File: src/rtl/hh_sched_pkg.sv
// -----------------------------------------------------------------------------
// hh_sched_pkg
// Shared definitions for the Hodgkin-Huxley update scheduler:
//   - state_e      : scheduler FSM state encoding
//   - DEF_*        : default parameter values for the scheduler and its FIFO
//   - wait_cnt_w() : width of the saturating datapath wait counter
// -----------------------------------------------------------------------------
package hh_sched_pkg;

  typedef enum logic [1:0] {
    ST_IDLE  = 2'd0,
    ST_ISSUE = 2'd1,
    ST_WAIT  = 2'd2,
    ST_DONE  = 2'd3
  } state_e;

  localparam int DEF_NUM_NEURONS = 4;
  localparam int DEF_ID_W        = 2;
  localparam int DEF_FIFO_DEPTH  = 4;
  localparam int DEF_TIMEOUT     = 15;

  // The wait counter must be able to hold the value TIMEOUT itself.
  function automatic int wait_cnt_w(input int timeout);
    return $clog2(timeout + 1);
  endfunction

endpackage

File: src/rtl/spike_event_fifo.sv
// -----------------------------------------------------------------------------
// spike_event_fifo
// Small synchronous FIFO of neuron IDs that spiked during a sweep.
// Ports:
//   clk, reset_n     : clock, asynchronous active-low reset
//   push, push_id    : enqueue request and the ID to store
//   pop              : dequeue request (ignored while empty)
//   head_id          : ID at the head (0 while empty)
//   full, empty      : occupancy status
//   drop             : pulse; a push was discarded because the FIFO was full
// A push and a pop in the same cycle while full both succeed.
// -----------------------------------------------------------------------------
module spike_event_fifo
  import hh_sched_pkg::*;
#(
  parameter int ID_W       = DEF_ID_W,
  parameter int FIFO_DEPTH = DEF_FIFO_DEPTH
) (
  input  logic            clk,
  input  logic            reset_n,
  input  logic            push,
  input  logic [ID_W-1:0] push_id,
  input  logic            pop,
  output logic [ID_W-1:0] head_id,
  output logic            full,
  output logic            empty,
  output logic            drop
);

  localparam int PTR_W = $clog2(FIFO_DEPTH);
  localparam int CNT_W = PTR_W + 1;

  logic [ID_W-1:0]  mem [FIFO_DEPTH];
  logic [PTR_W-1:0] wr_ptr;
  logic [PTR_W-1:0] rd_ptr;
  logic [CNT_W-1:0] count;
  logic             do_push;
  logic             do_pop;

  assign empty   = (count == '0);
  assign full    = (count == CNT_W'(FIFO_DEPTH));
  assign do_pop  = pop & ~empty;
  // A pop in the same cycle frees the slot the push needs.
  assign do_push = push & (~full | do_pop);
  assign drop    = push & full & ~do_pop;

  // NOTE: the storage array has no reset; the head is masked to zero while
  // empty, so stale contents are never visible and the array stays plain RAM.
  always_ff @(posedge clk) begin
    if (do_push) mem[wr_ptr] <= push_id;
  end

  assign head_id = empty ? '0 : mem[rd_ptr];

  // NOTE: sequential state uses non-blocking assignments so every register
  // samples the pre-edge values of its neighbours.
  always_ff @(posedge clk or negedge reset_n) begin
    if (!reset_n) begin
      wr_ptr <= '0;
      rd_ptr <= '0;
      count  <= '0;
    end else begin
      if (do_push) wr_ptr <= wr_ptr + 1'b1;
      if (do_pop)  rd_ptr <= rd_ptr + 1'b1;
      case ({do_push, do_pop})
        2'b10:   count <= count + 1'b1;
        2'b01:   count <= count - 1'b1;
        default: count <= count;
      endcase
    end
  end

endmodule

File: src/rtl/hh_update_scheduler.sv
// -----------------------------------------------------------------------------
// hh_update_scheduler
// Time-multiplexes one shared Hodgkin-Huxley update datapath across
// NUM_NEURONS virtual neurons. Each accepted tick starts a sweep that issues
// one update per neuron in ascending ID order; spiking IDs are queued in a
// small event FIFO for the STDP/synapse logic. Error conditions are kept in
// sticky flags.
// Ports:
//   clk, reset_n          : clock, asynchronous active-low reset
//   en, tick              : tick acceptance gate and timestep pulse
//   clr_flags             : synchronous clear of sticky flags (set wins)
//   dp_start, dp_id       : datapath start pulse and neuron ID under update
//   dp_done, dp_spike     : datapath completion strobe and spike result
//   sweep_busy/sweep_done : sweep in progress / end-of-sweep pulse
//   ev_valid, ev_id,
//   ev_ready              : spike event stream (pop on valid & ready)
//   overrun, ev_drop,
//   timeout_err           : sticky error flags
// All outputs come from registers or decode of registered state.
// -----------------------------------------------------------------------------
module hh_update_scheduler
  import hh_sched_pkg::*;
#(
  parameter int NUM_NEURONS = DEF_NUM_NEURONS,
  parameter int ID_W        = DEF_ID_W,
  parameter int FIFO_DEPTH  = DEF_FIFO_DEPTH,
  parameter int TIMEOUT     = DEF_TIMEOUT
) (
  input  logic            clk,
  input  logic            reset_n,
  input  logic            en,
  input  logic            tick,
  input  logic            clr_flags,
  output logic            dp_start,
  output logic [ID_W-1:0] dp_id,
  input  logic            dp_done,
  input  logic            dp_spike,
  output logic            sweep_busy,
  output logic            sweep_done,
  output logic            ev_valid,
  output logic [ID_W-1:0] ev_id,
  input  logic            ev_ready,
  output logic            overrun,
  output logic            ev_drop,
  output logic            timeout_err
);

  localparam int              CNT_W   = wait_cnt_w(TIMEOUT);
  localparam logic [ID_W-1:0] LAST_ID = ID_W'(NUM_NEURONS - 1);
  localparam logic [CNT_W-1:0] TO_VAL = CNT_W'(TIMEOUT);

  state_e           state, state_nx;
  logic [ID_W-1:0]  id_q, id_nx;
  logic [CNT_W-1:0] wait_cnt, wait_cnt_nx, wait_inc;
  logic             ev_push;
  logic             timeout_hit;
  logic             fifo_empty;
  logic             fifo_full;
  logic             fifo_drop;

  // Saturating increment; the counter never needs to exceed TIMEOUT.
  assign wait_inc = (wait_cnt == TO_VAL) ? wait_cnt : wait_cnt + 1'b1;

  // NOTE: every signal driven here gets a default first, so no path through
  // the case leaves one unassigned and no latch is inferred.
  always_comb begin
    state_nx    = state;
    id_nx       = id_q;
    wait_cnt_nx = wait_cnt;
    ev_push     = 1'b0;
    timeout_hit = 1'b0;
    case (state)
      ST_IDLE: begin
        if (tick && en) begin
          state_nx = ST_ISSUE;
          id_nx    = '0;
        end
      end
      ST_ISSUE: begin
        wait_cnt_nx = '0;
        state_nx    = ST_WAIT;
      end
      ST_WAIT: begin
        wait_cnt_nx = wait_inc;
        if (dp_done) begin
          ev_push = dp_spike;
        end else if (wait_inc == TO_VAL) begin
          // Abandoned update: advance as if the neuron did not spike.
          timeout_hit = 1'b1;
        end
        if (dp_done || timeout_hit) begin
          if (id_q == LAST_ID) begin
            state_nx = ST_DONE;
          end else begin
            id_nx    = id_q + 1'b1;
            state_nx = ST_ISSUE;
          end
        end
      end
      ST_DONE: begin
        state_nx = ST_IDLE;
        id_nx    = '0;
      end
      default: begin
        state_nx = ST_IDLE;
        id_nx    = '0;
      end
    endcase
  end

  always_ff @(posedge clk or negedge reset_n) begin
    if (!reset_n) begin
      state    <= ST_IDLE;
      id_q     <= '0;
      wait_cnt <= '0;
    end else begin
      state    <= state_nx;
      id_q     <= id_nx;
      wait_cnt <= wait_cnt_nx;
    end
  end

  // Sticky flags: a set condition in the same cycle as clr_flags wins.
  always_ff @(posedge clk or negedge reset_n) begin
    if (!reset_n) begin
      overrun     <= 1'b0;
      ev_drop     <= 1'b0;
      timeout_err <= 1'b0;
    end else begin
      overrun     <= (tick && (state != ST_IDLE)) || (overrun && !clr_flags);
      ev_drop     <= fifo_drop   || (ev_drop && !clr_flags);
      timeout_err <= timeout_hit || (timeout_err && !clr_flags);
    end
  end

  spike_event_fifo #(
    .ID_W       (ID_W),
    .FIFO_DEPTH (FIFO_DEPTH)
  ) u_fifo (
    .clk     (clk),
    .reset_n (reset_n),
    .push    (ev_push),
    .push_id (id_q),
    .pop     (ev_ready),
    .head_id (ev_id),
    .full    (fifo_full),
    .empty   (fifo_empty),
    .drop    (fifo_drop)
  );

  assign dp_start   = (state == ST_ISSUE);
  assign dp_id      = id_q;
  assign sweep_busy = (state != ST_IDLE);
  assign sweep_done = (state == ST_DONE);
  assign ev_valid   = ~fifo_empty;

endmodule

File: config.mk
export PLATFORM = sky130hd
export DESIGN_NAME = hh_update_scheduler
export DESIGN_NICKNAME = d
export VERILOG_FILES = /design/src/rtl/hh_sched_pkg.sv /design/src/rtl/spike_event_fifo.sv /design/src/rtl/hh_update_scheduler.sv
export SDC_FILE = /design/constraint.sdc
export NUM_CORES = 1
export LEC_CHECK = 0
export ABC_CLOCK_PERIOD_IN_PS = 4800
export BUFFER_PORTS_ARGS = -buffer_cell sky130_fd_sc_hd__buf_4
export CELL_PAD_IN_SITES_DETAIL_PLACEMENT = 0
export CELL_PAD_IN_SITES_GLOBAL_PLACEMENT = 1
export CORE_ASPECT_RATIO = 1.75
export CORE_UTILIZATION = 48
export DETAILED_ROUTE_END_ITERATION = 8
export PLACE_DENSITY_LB_ADDON = 0.1
export SETUP_SLACK_MARGIN = 0.3
export SYNTH_ARGS = -nofsm -noshare
export SYNTH_HDL_FRONTEND = slang
export SYNTH_SLANG_ARGS = --single-unit
File: constraint.sdc
create_clock -name clk -period 4.8 [get_ports clk]
set_clock_uncertainty 0.15 [all_clocks]
set_input_delay 0.24 -clock clk [delete_from_list [all_inputs] [get_ports clk]]
set_output_delay 0.24 -clock clk [all_outputs]
set_load 0.05 [all_outputs]
# After elaboration in Yosys (flattened, before gate mapping)
# Memories as Yosys holds them, arrays and structs flattened.
# Cells that the tools add are included.
dict set report totals {
  register_bits 18
  ram_bits 8
  in_bits 8
  output_inout_bits 11
  elab_cells 74
  n_memories 1
}
dict set report classes {
  addsub 6
  n_eq_ne 12
  n_mux 20
  bitwise_logic 8
  n_reduce_logical 18
}
# name words word_bits rd rd_ports_with_merged_regs wr line_no
set memory_table {}
lappend memory_table {u_fifo.mem 4 2 1 0 1 spike_event_fifo.sv:33} ;# logic [ID_W-1:0] mem [FIFO_DEPTH];
# operator n
set op_table {}
lappend op_table {{2-bit two-way mux} 7}
lappend op_table {{2-bit == test (second input constant)} 4}
lappend op_table {{4-bit == test (second input constant)} 2}
lappend op_table {{1-bit two-way mux} 8}
lappend op_table {{2-bit one-hot mux with 4 select lines} 1}
lappend op_table {{4-bit one-hot mux with 2 select lines} 1}
lappend op_table {{2-bit by 1-bit adder with 2-bit output (second input constant)} 3}
lappend op_table {{2-bit inequality test (second input constant)} 3}
lappend op_table {{2-bit one-hot mux with 3 select lines} 1}
lappend op_table {{3-bit one-hot mux with 2 select lines} 1}
lappend op_table {{2-bit nonzero test} 3}
lappend op_table {{1-bit logical AND} 5}
lappend op_table {{4-bit by 1-bit adder with 4-bit output (second input constant)} 1}
lappend op_table {{1-bit bitwise AND} 4}
lappend op_table {{2-bit by 1-bit == test with 1-bit output (second input constant)} 2}
lappend op_table {{1-bit logical OR} 4}
lappend op_table {{4-bit two-way mux} 1}
lappend op_table {{4-bit AND reduction} 1}
lappend op_table {{3-bit by 1-bit adder with 3-bit output (second input constant)} 1}
lappend op_table {{3-bit == test (second input constant)} 1}
lappend op_table {{3-bit zero test} 1}
lappend op_table {{1-bit NOT} 3}
lappend op_table {{3-bit nonzero test} 1}
lappend op_table {{3-bit by 1-bit subtractor with 3-bit output (second input constant)} 1}
lappend op_table {{4 further kinds} 4}

# Depth between registers and ports, before layout
# Gate-level depths: netlist of run 1.
dict set report logic_depth {
  ltp_word 9
  depth_mapped 12
  ltp_nobuf 11
}

# Cells and area by module
# Synthesis of run 1 repeated with hierarchy kept, for this count alone.
dict set report hier_totals {
  cells_unflattened 120
  hier_area_um2 1407.6
}
# mod n_inst cells_each area_each_um2 seq_area_each_um2
set by_module_without_submodules {}
lappend by_module_without_submodules {spike_event_fifo 1 51 745.7 415.4}
lappend by_module_without_submodules {hh_update_scheduler 1 69 661.9 275.3}

# Worst setup path before layout of run 1
# OpenSTA, ideal clock, no wires.
dict set report synth_timing {
  kind {register -> register}
  from {reg u_fifo.count[0]}
  to {reg u_fifo.count[2]}
  setup_ns 0.079
  arrival_time_ns 2.162
  required_ns 4.571
  path_slack_ns 2.409
  stages_incl_launch_ff 11
  n_path_buf 1
  period_less_slack_ns 2.391
  cell_sequence {dfrtp_1 > or4b_4 > nor2b_4 > buf_6 > inv_1 > ha_1 > inv_1 > fa_1 > xor2_1 > nor2_1 > xor2_1}
}
dict set report synth_between {
  elab_chain_len 7
  word_cells_on_any_way 13
  cone_classes {2 x add/sub; 3 x eq/ne; 1 x mux; 5 x bitwise; 2 x reduce/logical}
}
# element line_no
set synth_rtl {}
lappend synth_rtl {{start: declaration} spike_event_fifo.sv:36} ;# logic [CNT_W-1:0] count;
lappend synth_rtl {{start signal: assignment} spike_event_fifo.sv:66} ;# 2'b10: count <= count + 1'b1;
lappend synth_rtl {{start signal: assignment} spike_event_fifo.sv:67} ;# 2'b01: count <= count - 1'b1;
lappend synth_rtl {{start signal: assignment} spike_event_fifo.sv:68} ;# default: count <= count;
lappend synth_rtl {{3-bit zero test} spike_event_fifo.sv:40} ;# assign empty = (count == '0);
lappend synth_rtl {{1-bit NOT} spike_event_fifo.sv:42} ;# assign do_pop = pop & ~empty;
lappend synth_rtl {{1-bit bitwise AND} spike_event_fifo.sv:42}
lappend synth_rtl {{1-bit OR} spike_event_fifo.sv:44} ;# assign do_push = push & (~full | do_pop);
lappend synth_rtl {{1-bit bitwise AND} spike_event_fifo.sv:44}
lappend synth_rtl {{2-bit by 1-bit == test with 1-bit output / 2-bit == test (equally long branches)} spike_event_fifo.sv:65} ;# case ({do_push, do_pop})
lappend synth_rtl {{3-bit one-hot mux with 2 select lines / 2-bit nonzero test (equally long branches)} -}
# Several ways; a longest one is shown, not always the timed one.
# A chain may end at the register's enable or synchronous reset.

# Worst setup path in the final report of run 1
dict set report layout_timing {
  from {reg state[0]}
  to {reg u_fifo.count[2]}
}
dict set report layout_between {
  elab_chain_len 5
  word_cells_on_any_way 7
  cone_classes {3 x eq/ne; 2 x mux; 1 x bitwise; 1 x reduce/logical}
}
# element line_no
set layout_rtl {}
lappend layout_rtl {{start: declaration} hh_update_scheduler.sv:52} ;# state_e state, state_nx;
lappend layout_rtl {{start signal: assignment} hh_update_scheduler.sv:117} ;# state <= state_nx;
lappend layout_rtl {{2-bit == test (*)} hh_update_scheduler.sv:72} ;# case (state)
lappend layout_rtl {{1-bit two-way mux (*)} hh_update_scheduler.sv:72}
lappend layout_rtl {{1-bit bitwise AND (*)} spike_event_fifo.sv:44}
lappend layout_rtl {{2-bit by 1-bit == test with 1-bit output / 2-bit == test (equally long branches)} spike_event_fifo.sv:65}
lappend layout_rtl {{3-bit one-hot mux with 2 select lines / 2-bit nonzero test (equally long branches)} -}
# Every way passes the cells marked *; elsewhere a longest branch is shown, timed or not.

==> results_dict.tcl, run 1 <==
set metrics [dict create \
    worst-path-buf-inv 3 \
    antenna_found_initial 0 \
    place_area_um2 1580 \
    layoutNonFillerInstCount 170 \
    syn2layout_area_growth_pct 14.5 \
    dr.pass1.iters 4 \
    dp_hpwl_um 1990 \
    grt_pass1_vias 977 \
    synth_cells 122 \
    cts_tree "done" \
    maxCapViolCount 0 \
    coreArea_um2 2750 \
    power_mw 1.03 \
    rsz0062_at_grt "no" \
    yosysWarnings 0 \
    status "finished clean" \
    start_util_pct 52.0 \
    synth-main-ff-cell "dfrtp_1" \
    synth-edff-count 8 \
    path_depth 11 \
    yosys.cell_types.count 38 \
    clock_sinks 26 \
    cts-root-buf "clkbuf_8" \
    clk_pin_slew_ns 0.08 \
    grt_usage_pct 17.7 \
    netlist_area_um2 1430 \
    io_buffer_count 18 \
    boundaryPins 19 \
    routed_wl_um 2530 \
    hold_class "in -> reg" \
    grt_pass1_wl_um 4270 \
    yosysSeqAreaShare_pct 48.3 \
    crit_required_ns 4.80 \
    criticalPathCategory "reg -> reg" \
    drt_iter0_drc 15 \
    yosys_register_bits 26 \
    max_freq_mhz 397 \
    cts_buffers 3 \
    setup_ws_ns 2.28 \
    drcViolationCount 0 \
    post-synth-top-area-cell "dfrtp_1" \
    reg2regPathDepth 11 \
    p_leak_nw 0.728 \
    fin_crit_ns 2.52 \
    clock_latency_ns 0.26 \
    postCtsSetupBuffers 0 \
    hold_buffers 1 \
    setup_tns_ns 0 \
    dieWidth_um 43.3 \
    nets 164 \
    die_y_um 74.2 \
    gp_congestion 0.828 \
    wl_per_cell_um 14.9 \
    fin_area_um2 1640 \
    drive_above_1_share_pct 23.8 \
    p_per_area_nw_per_um2 627 \
    synthArstFlopShare_pct 69.2 \
    startpoint_type "flop" \
    relSlewSlack_pct 76.1 \
    ir_drop_uv 353 \
    synthTopCellsByArea "dfrtp_1, edfxtp_1, ha_1" \
    synth_area_per_cell_um2 11.7 \
    yosysMostFrequentCell "dfrtp_1" \
    whs_path_depth 2 \
    ys_top_cells_by_count "dfrtp_1, inv_1, ha_1, edfxtp_1, nand2_1" \
    postCtsResizedCells 0 \
    dp.cells 165 \
    grt_max_degree 19 \
    ant_nets 0 \
    finalCritPeriodShare_pct 52.5 \
    cts_buffer_depth 2 \
    grt-ovfl-total 0 \
    synth_nets 142 \
    critPathMaxFanout 11 \
    report.final.slew_viol_count 0 \
    slowest_stage "dfrtp_1" \
    setup_violations 0 \
    htreeDepth 1 \
    antennaDiodeCount 0 \
    place_ws_ns 2.27 \
    crit_family "adder cells" \
    worstMarginPinSlew_ns 0.359 \
    path_cells "inv_1 -> ha_1 -> nand3_1 -> nor2b_4 -> inv_1 -> ha_1 -> inv_1 -> fa_1 -> xor2_1 -> nor2_1 -> xor2_1" \
    synth_top_area_share_pct 31.5 \
    dieArea_um2 3210 \
    cp_slowest_stage_delay_ns 0.43 \
    finalHoldViolCount 0 \
    vias 948 \
    rows 25 \
    avgViaCountPerCell 5.58 \
    critPathArrivalTime_ns 2.52 \
    crit_path_end_kind "flop" \
    critPathMostFrequentCell "inv_1" \
]
==> metrics by stage <==
| stage | util [%] | hold slack [ns] |
|---|---|---|
| floorplan | - | -0.206 |
| global placement | 57.5 | -0.0201 |
| detailed placement | 57.5 | -0.0231 |
| CTS | 59.5 | 0.0672 |
| global route | 59.5 | 0.0653 |
| finish | 59.5 | 0.0747 |
==> kinds of logic after synthesis <==
logic type | synth area share [%]
XOR/XNOR | 4.20
buffers and inverters | 4.81
multiplexers | 3.85
AND/OR/NAND/NOR | 15.2
adder cells (fa/ha/maj) | 11.0
flip-flops | 48.3
AO/OA/AOI/OAI | 12.7
==> worst register-to-register path, delay by kind of cell (launching register included) <==
family / cells / cell delay (ns)
flops: 1 / 0.43
buf+inv: 3 / 0.25
simple gates: 3 / 0.54
xor+xnor: 2 / 0.28
fa+ha+maj: 3 / 0.76
==> cell usage in the layout, fill, tap and decap left out, types with 2 or more instances in the layout <==
cell type,instances
a21oi_1,6
a22o_1,2
and2_1,3
and2_4,4
buf_4,18
clkbuf_8,3
dfrtp_1,18
edfxtp_1,8
ha_1,11
inv_1,14
mux4_2,2
nand2_1,8
nand2b_1,2
nand3_1,6
nor2_1,2
o211ai_1,5
o21ai_0,5
xnor2_1,2
xor2_1,3
==> worst paths after layout <==
check	from	end	slack [ns]
max	state[0]$_DFFE_PN0P_	u_fifo.count[2]$_DFFE_PN0P_	2.28
min	tick	overrun$_DFF_PN0_	0.07
max reg2reg	state[0]$_DFFE_PN0P_	u_fifo.count[2]$_DFFE_PN0P_	2.28
min reg2reg	u_fifo.count[2]$_DFFE_PN0P_	u_fifo.count[2]$_DFFE_PN0P_	0.35
max in group asynchronous	reset_n	state[1]$_DFFE_PN0P_	4.07
min in group asynchronous	reset_n	wait_cnt[0]$_DFFE_PN0P_	0.23
==> area by class of cell <==
cell class	count	area, um2
multi-input cells	80	672
clock inverters	1	3.75
well taps	27	33.8
flip-flops and latches	26	691
fillers	254	1110
clock buffers	3	41.3
repair buffers	19	145
inverters	14	52.6
==> where the power goes <==
part | switching [mW] | internal, mW | total [mW]
sequential | 0.0747 | 0.301 | 0.376
combinational | 0.329 | 0.202 | 0.531
clock | 0.0641 | 0.0572 | 0.121
total | 0.468 | 0.560 | 1.03
==> flip-flops by register name, indices dropped and copies added (netlist names) <==
signal and cells:
u_fifo.rd_ptr 2, overrun 1, u_fifo.wr_ptr 2, ev_drop 1, wait_cnt 4, dp_id 2
timeout_err 1, u_fifo.count 3, state 2, u_fifo.mem 8
==> metal layers <==
metal  global-route usage [%]  part of all wire (%)  vias up
met2                     33.0                    57        8
met4                     6.06                  0.55        0
met1                     20.3                    40      462
met5                        0                     0        -
met3                     2.43                   1.9        2
li1                         -                     -      476
Note: power is estimated with default switching activity, not from simulation.
==> run 2: changes to the inputs <==
--- a/config.mk
+++ b/config.mk
@@ -5,12 +5,13 @@
 export SDC_FILE = /design/constraint.sdc
 export NUM_CORES = 1
 export LEC_CHECK = 0
-export ABC_CLOCK_PERIOD_IN_PS = 4800
+export ABC_AREA = 1
+export ABC_CLOCK_PERIOD_IN_PS = 2000
 export BUFFER_PORTS_ARGS = -buffer_cell sky130_fd_sc_hd__buf_4
 export CELL_PAD_IN_SITES_DETAIL_PLACEMENT = 0
 export CELL_PAD_IN_SITES_GLOBAL_PLACEMENT = 1
 export CORE_ASPECT_RATIO = 1.75
-export CORE_UTILIZATION = 48
+export CORE_UTILIZATION = 38
 export DETAILED_ROUTE_END_ITERATION = 8
 export PLACE_DENSITY_LB_ADDON = 0.1
 export SETUP_SLACK_MARGIN = 0.3
==> constraint.sdc (replaced) <==
create_clock -name clk -period 2 [get_ports clk]
set_clock_uncertainty 0.15 [all_clocks]
set_input_delay 0.1 -clock clk [delete_from_list [all_inputs] [get_ports clk]]
set_output_delay 0.1 -clock clk [all_outputs]
set_load 0.05 [all_outputs]
==> run 2 against run 1 <==
Compared with the run above: die area is 23% higher; final area is 16% higher; cell count is 41% higher; non-clock buffer count is 19 higher; first-iteration DRC count is 40% lower.
==> results_dict.tcl, run 2 <==
set metrics [dict create \
    grt_pass1_vias 1076 \
    grt_usage_pct 17.4 \
    multiInputGateArea_um2 697 \
    yosysWarnings 0 \
    dieArea_um2 3950 \
    fill_cells 338 \
    critPathMaxFanout 2 \
    hold_slack_ns 0.0208 \
    start_util_pct 40.5 \
    drt_iter0_drc 9 \
    grt-ovfl-total 0 \
    finish.utilization_pct 54.7 \
    ys_top_cells_by_count "inv_1, nor2_1, nand2_1, dfrtp_1, ha_1" \
    synth_cells 153 \
    finalHoldViolCount 0 \
    finalCritPeriodShare_pct 95.6 \
    clock_sinks 26 \
    rows 28 \
    htreeDepth 1 \
    yosys.cell_types.count 24 \
    critPathLaunch "u_fifo.count[0]$_DFFE_PN0P_" \
    ir_drop_uv 975 \
    layout_common_cells "buf_4, inv_1, nor2_1, dfrtp_1, nand2_1" \
    p_leak_nw 0.873 \
    clk_pin_slew_ns 0.08 \
    rsz0062_at_grt "yes" \
    p_per_area_nw_per_um2 1430 \
    antennaDiodeCount 0 \
    cp_slowest_stage_delay_ns 0.41 \
    vias 1142 \
    synthTopCellsByArea "dfrtp_1, edfxtp_1, ha_1" \
    layoutNonFillerInstCount 239 \
    synth_nets 173 \
    path_cells "nor2_4 -> nand3_2 -> nand4_1 -> ha_4 -> inv_4 -> fa_2 -> a21oi_2 -> o21ai_1 -> xor2_1" \
    yosysMostFrequentCell "inv_1" \
    die_y_um 82.4 \
    relSlewSlack_pct 81.8 \
    setup_tns_ns 0 \
    fin_area_um2 1900 \
    startpoint_type "flop" \
    dp_hpwl_um 2120 \
    largest_register_ffs 8 \
    dieWidth_um 47.9 \
    yosys_register_bits 26 \
    worstMarginPinSlew_ns 0.274 \
    r2r_end "u_fifo.count[2]$_DFFE_PN0P_" \
    avgViaCountPerCell 4.78 \
    synth-edff-count 8 \
    top_register "u_fifo.mem" \
    hold_class "in -> reg" \
    cts_buffers 3 \
    antenna_found_initial 0 \
    status "finished clean" \
    syn2layout_area_growth_pct 35.0 \
    crit_required_ns 2.00 \
    dr.pass1.iters 4 \
    critPathArrivalTime_ns 1.91 \
    synth_top_area_share_pct 32.1 \
    wl_per_cell_um 12.1 \
    max_freq_mhz 523 \
    cts_tree "done" \
    place_ws_ns -0.00146 \
    synth_area_per_cell_um2 9.18 \
    power_mw 2.71 \
    drive_above_1_share_pct 36.6 \
    r2r_start "u_fifo.count[0]$_DFFE_PN0P_" \
    cts_buffer_depth 2 \
    synthArstFlopShare_pct 69.2 \
    slowest_stage "dfrtp_1" \
    rrSetupSlack_ns 0.09 \
    synth-main-ff-cell "dfrtp_1" \
    crit_path_end_kind "flop" \
    clock_latency_ns 0.26 \
    ant_nets 0 \
    setup_ws_ns 0.0890 \
    mostFrequentLayoutCell "buf_4" \
    boundaryPins 19 \
    reg2regPathDepth 9 \
    grt_pass1_wl_um 4710 \
    grt_max_degree 19 \
    gp_congestion 0.710 \
    yosysSeqAreaShare_pct 49.2 \
    final-seq-area_um2 692 \
    setup_violations 0 \
    drcViolationCount 0 \
    coreArea_um2 3470 \
    endpoint "u_fifo.count[2]$_DFFE_PN0P_" \
    post-synth-top-area-cell "dfrtp_1" \
    netlist_area_um2 1400 \
    top_regs "u_fifo.mem x8, wait_cnt x4, u_fifo.count x3" \
    criticalPathCategory "reg -> reg" \
    dp.cells 221 \
    fin_crit_ns 1.91 \
    place_area_um2 1670 \
    cts-root-buf "clkbuf_8" \
    routed_wl_um 2890 \
    maxCapViolCount 0 \
    nets 215 \
    io_buffer_count 18 \
    report.final.slew_viol_count 0 \
]
## run 2: cell types whose count changed in the layout (fill, tap and decap cells not counted), sizes merged, moves of 5 or more
cell	before	now
and2	7	0
buf	18	33
inv	14	28
nand2	8	23
nor2	2	23
o211ai	5	0
o21ai	6	11
o22ai	0	5
## run 2: what timing repair did
item,CTS,global route
gates resized for setup,3,17
endpoints found under the hold margin,21,0
hold buffers,5,0
setup buffers,2,7
cloned,0,0
pin swaps,5,7
endpoints found under the setup margin,2,11
## run 2: cell type report
type                       count  area share, %
multi-input combinational     98           36.8
clock buffer                   4           2.38
tap                           45           2.97
inverter                      28           5.68
sequential                    26           36.5
timing repair buffer          38           15.7
## run 2: power by group
group / internal (mW) / leakage (nW) / switching, mW / total (mW)
clock network: 0.142 / 0.0228 / 0.157 / 0.299
registers: 0.692 / 0.300 / 0.141 / 0.833
logic: 0.637 / 0.550 / 0.943 / 1.58
total: 1.47 / 0.873 / 1.24 / 2.71
## run 2: routing by layer
metal | global-route usage (%) | share of wire [%] | routed length, um | vias to the layer above
li1 | - | - | - | 573
met3 | 1.96 | 1.9 | 55 | 4
met2 | 31.6 | 57 | 1630 | 16
met5 | 0 | 0 | 0 | -
met4 | 8.33 | 2.1 | 60 | 0
met1 | 18.6 | 39 | 1140 | 549
## run 2: how the worst min path moves through the flow
stage	cells after the start	endpoint	from	slack, ns
after floorplan	0	dp_id[0]$_DFFE_PN0P_	reset_n	-0.35
after global placement	1	u_fifo.wr_ptr[0]$_DFFE_PN0P_	reset_n	-0.15
after detailed placement	1	u_fifo.wr_ptr[0]$_DFFE_PN0P_	reset_n	-0.15
after CTS	4	ev_drop$_DFF_PN0_	ev_ready	0.008
after global routing	4	ev_drop$_DFF_PN0_	ev_ready	0.03
final	4	ev_drop$_DFF_PN0_	ev_ready	0.02
## run 2: kinds of logic after synthesis
family | share of synthesized area (%)
simple gates | 19.8
buf+inv | 7.84
flops | 49.2
compound gates | 9.45
fa+ha+maj | 11.2
xor+xnor | 2.50
## run 2: worst max-delay path, delay by kind of cell, from the launching register on
kind	cells	cell delay (ns)
adder cells (fa/ha/maj)	2	0.50
flip-flops	1	0.41
AND/OR/NAND/NOR	3	0.36
AO/OA/AOI/OAI	2	0.19
XOR/XNOR	1	0.14
buffers and inverters	1	0.03
==> run 3: changes to the inputs <==
--- a/config.mk
+++ b/config.mk
@@ -5,13 +5,13 @@
 export SDC_FILE = /design/constraint.sdc
 export NUM_CORES = 1
 export LEC_CHECK = 0
-export ABC_AREA = 1
+export ABC_AREA = 0
 export ABC_CLOCK_PERIOD_IN_PS = 2000
 export BUFFER_PORTS_ARGS = -buffer_cell sky130_fd_sc_hd__buf_4
 export CELL_PAD_IN_SITES_DETAIL_PLACEMENT = 0
 export CELL_PAD_IN_SITES_GLOBAL_PLACEMENT = 1
 export CORE_ASPECT_RATIO = 1.75
-export CORE_UTILIZATION = 38
+export CORE_UTILIZATION = 41
 export DETAILED_ROUTE_END_ITERATION = 8
 export PLACE_DENSITY_LB_ADDON = 0.1
 export SETUP_SLACK_MARGIN = 0.3
==> run 3 against run 2 <==
Compared with the run above: the flow now finishes with violations (negative hold slack, negative setup slack); flip-flop and latch count stayed put; clock power decreased by 2%; final area up 6.0%; power up 14%; sequential share of layout area shrank 2.1 points; die area fell by 5.3%; wire length grew 5.7%; cell count decreased by 13%; combinational power rose by 22%; critical path depth unchanged; core utilization is 5.1 points higher; global-route usage increased by 1.8 points.
==> results_dict.tcl, run 3 (synthesis results as in run 1) <==
set metrics [dict create \
    status "finished, violations left" \
    violations "negative hold slack, negative setup slack" \
    cts_buffers 3 \
    critPathMaxFanout 2 \
    ant_nets 0 \
    start_util_pct 42.6 \
    grt_usage_pct 19.1 \
    coreArea_um2 3360 \
    relSlewSlack_pct 76.8 \
    drive_above_1_share_pct 48.1 \
    routed_wl_um 3060 \
    cts_buffer_depth 2 \
    wl_per_cell_um 14.8 \
    grt_pass1_wl_um 5100 \
    grt-ovfl-total 0 \
    dp_hpwl_um 2310 \
    cp_slowest_stage_delay_ns 0.52 \
    clock_latency_ns 0.27 \
    hold_slack_ns -0.0188 \
    antenna_found_initial 0 \
    hold_buffers 2 \
    report.final.slew_viol_count 0 \
    drcViolationCount 0 \
    startpoint_type "flop" \
    critPathArrivalTime_ns 2.30 \
    drt_iter0_drc 31 \
    max_freq_mhz 444 \
    clk_pin_slew_ns 0.08 \
    grt_pass1_vias 1172 \
    gp_congestion 0.814 \
    top_regs "u_fifo.mem x8, wait_cnt x4, u_fifo.count x3" \
    p_per_area_nw_per_um2 1540 \
    finalCritPeriodShare_pct 113 \
    htreeDepth 1 \
    path_cells "or4b_4 -> nor2b_4 -> inv_2 -> ha_4 -> inv_2 -> fa_2 -> xor2_1 -> nor2_1 -> xor2_1" \
    dp.cells 194 \
    nets 183 \
    antennaDiodeCount 0 \
    syn2layout_area_growth_pct 40.4 \
    dieArea_um2 3740 \
    fin_crit_ns 2.25 \
    io_buffer_count 18 \
    die_y_um 80.2 \
    top_register "u_fifo.mem" \
    crit_path_end_kind "flop" \
    hold_class "in -> reg" \
    finalHoldViolCount 1 \
    rows 28 \
    rsz0062_at_grt "yes" \
    boundaryPins 19 \
    cts-root-buf "clkbuf_8" \
    setup_violations 4 \
    ir_drop_uv 912 \
    vias 1072 \
    worstMarginPinSlew_ns 0.348 \
    dr.pass1.iters 4 \
    crit_required_ns 2.04 \
    setup_ws_ns -0.253 \
    avgViaCountPerCell 5.18 \
    cts_tree "done" \
    grt_max_degree 19 \
    layoutNonFillerInstCount 207 \
    layout_common_cells "buf_4, dfrtp_1, inv_1" \
    finish.utilization_pct 59.7 \
    p_leak_nw 0.864 \
    slowest_stage "or4b_4" \
    largest_register_ffs 8 \
    criticalPathCategory "reg -> reg" \
    dieWidth_um 46.7 \
    clock_sinks 26 \
    mostFrequentLayoutCell "buf_4" \
    maxCapViolCount 0 \
]
run 3: changes by cell type in the layout (fill, tap and decap cells not counted), moves of 5 or more:
cell / change
nand2_1: -10
and2_4: +7
buf_4: -7
nand2_2: -6
o211ai_1: +5
o22ai_1: -5
nor2_1: -16
inv_1: -15
buf_6: +5
run 3: worst max-delay path: cells and delay by family, from the launching register on:
family                   cells  cell delay [ns]
XOR/XNOR                     2             0.32
flip-flops                   1             0.39
AND/OR/NAND/NOR              3             0.78
adder cells (fa/ha/maj)      2             0.45
buffers and inverters        2             0.09
run 3: final timing paths:
path / start / endpoint / slack (ns) / cells past startpoint
max: u_fifo.count[1]$_DFFE_PN0P_ / u_fifo.count[2]$_DFFE_PN0P_ / -0.25 / 9
min: ev_ready / ev_drop$_DFF_PN0_ / -0.02 / 3
max reg2reg: u_fifo.count[1]$_DFFE_PN0P_ / u_fifo.count[2]$_DFFE_PN0P_ / -0.25 / 9
min reg2reg: ev_drop$_DFF_PN0_ / ev_drop$_DFF_PN0_ / 0.35 / 1
max in group asynchronous: reset_n / wait_cnt[1]$_DFFE_PN0P_ / 1.40 / 2
min in group asynchronous: reset_n / u_fifo.rd_ptr[1]$_DFFE_PN0P_ / 0.08 / 2
run 3: power breakdown:
| group | leakage, nW | total (mW) | switching (mW) | internal, mW |
|---|---|---|---|---|
| clock | 0.0231 | 0.293 | 0.155 | 0.138 |
| combinational | 0.542 | 1.92 | 1.01 | 0.911 |
| sequential | 0.300 | 0.887 | 0.163 | 0.724 |
run 3: layout make-up:
class                      count  area [um2]
fill                         302        1350
multi-input combinational     80         805
inverter                      14        60.1
clock buffer                   3        41.3
timing repair buffer          38         352
tap                           45        56.3
clock inverter                 1        3.75
sequential                    26         692
run 3: layer usage:
metal / global-route usage [%] / up-vias / part of all wire (%)
met5: 0 / - / 0
met4: 8.86 / 0 / 2.1
met3: 2.25 / 5 / 1.7
met2: 36.4 / 16 / 61
met1: 18.8 / 538 / 35
li1: - / 513 / -
run 3: repair_timing:
action	CTS	global route
buffers inserted	3	4
pin swaps	7	7
setup endpoints to repair	21	23
endpoints found under the hold margin	20	1
gates resized for setup	23	16
run 3: stage by stage:
stage	worst slack (ns)	instance area (um2)	power, mW	setup TNS (ns)
2_1_floorplan	-0.323	1460	1.91	-0.599
5_1_grt	-0.325	2010	3.31	-0.744
3_5_place_dp	-0.289	1720	2.40	-0.427
4_1_cts	-0.256	1900	2.95	-0.361
6_report	-0.253	2010	3.10	-0.504
3_3_place_gp	-0.211	1720	2.35	-0.330
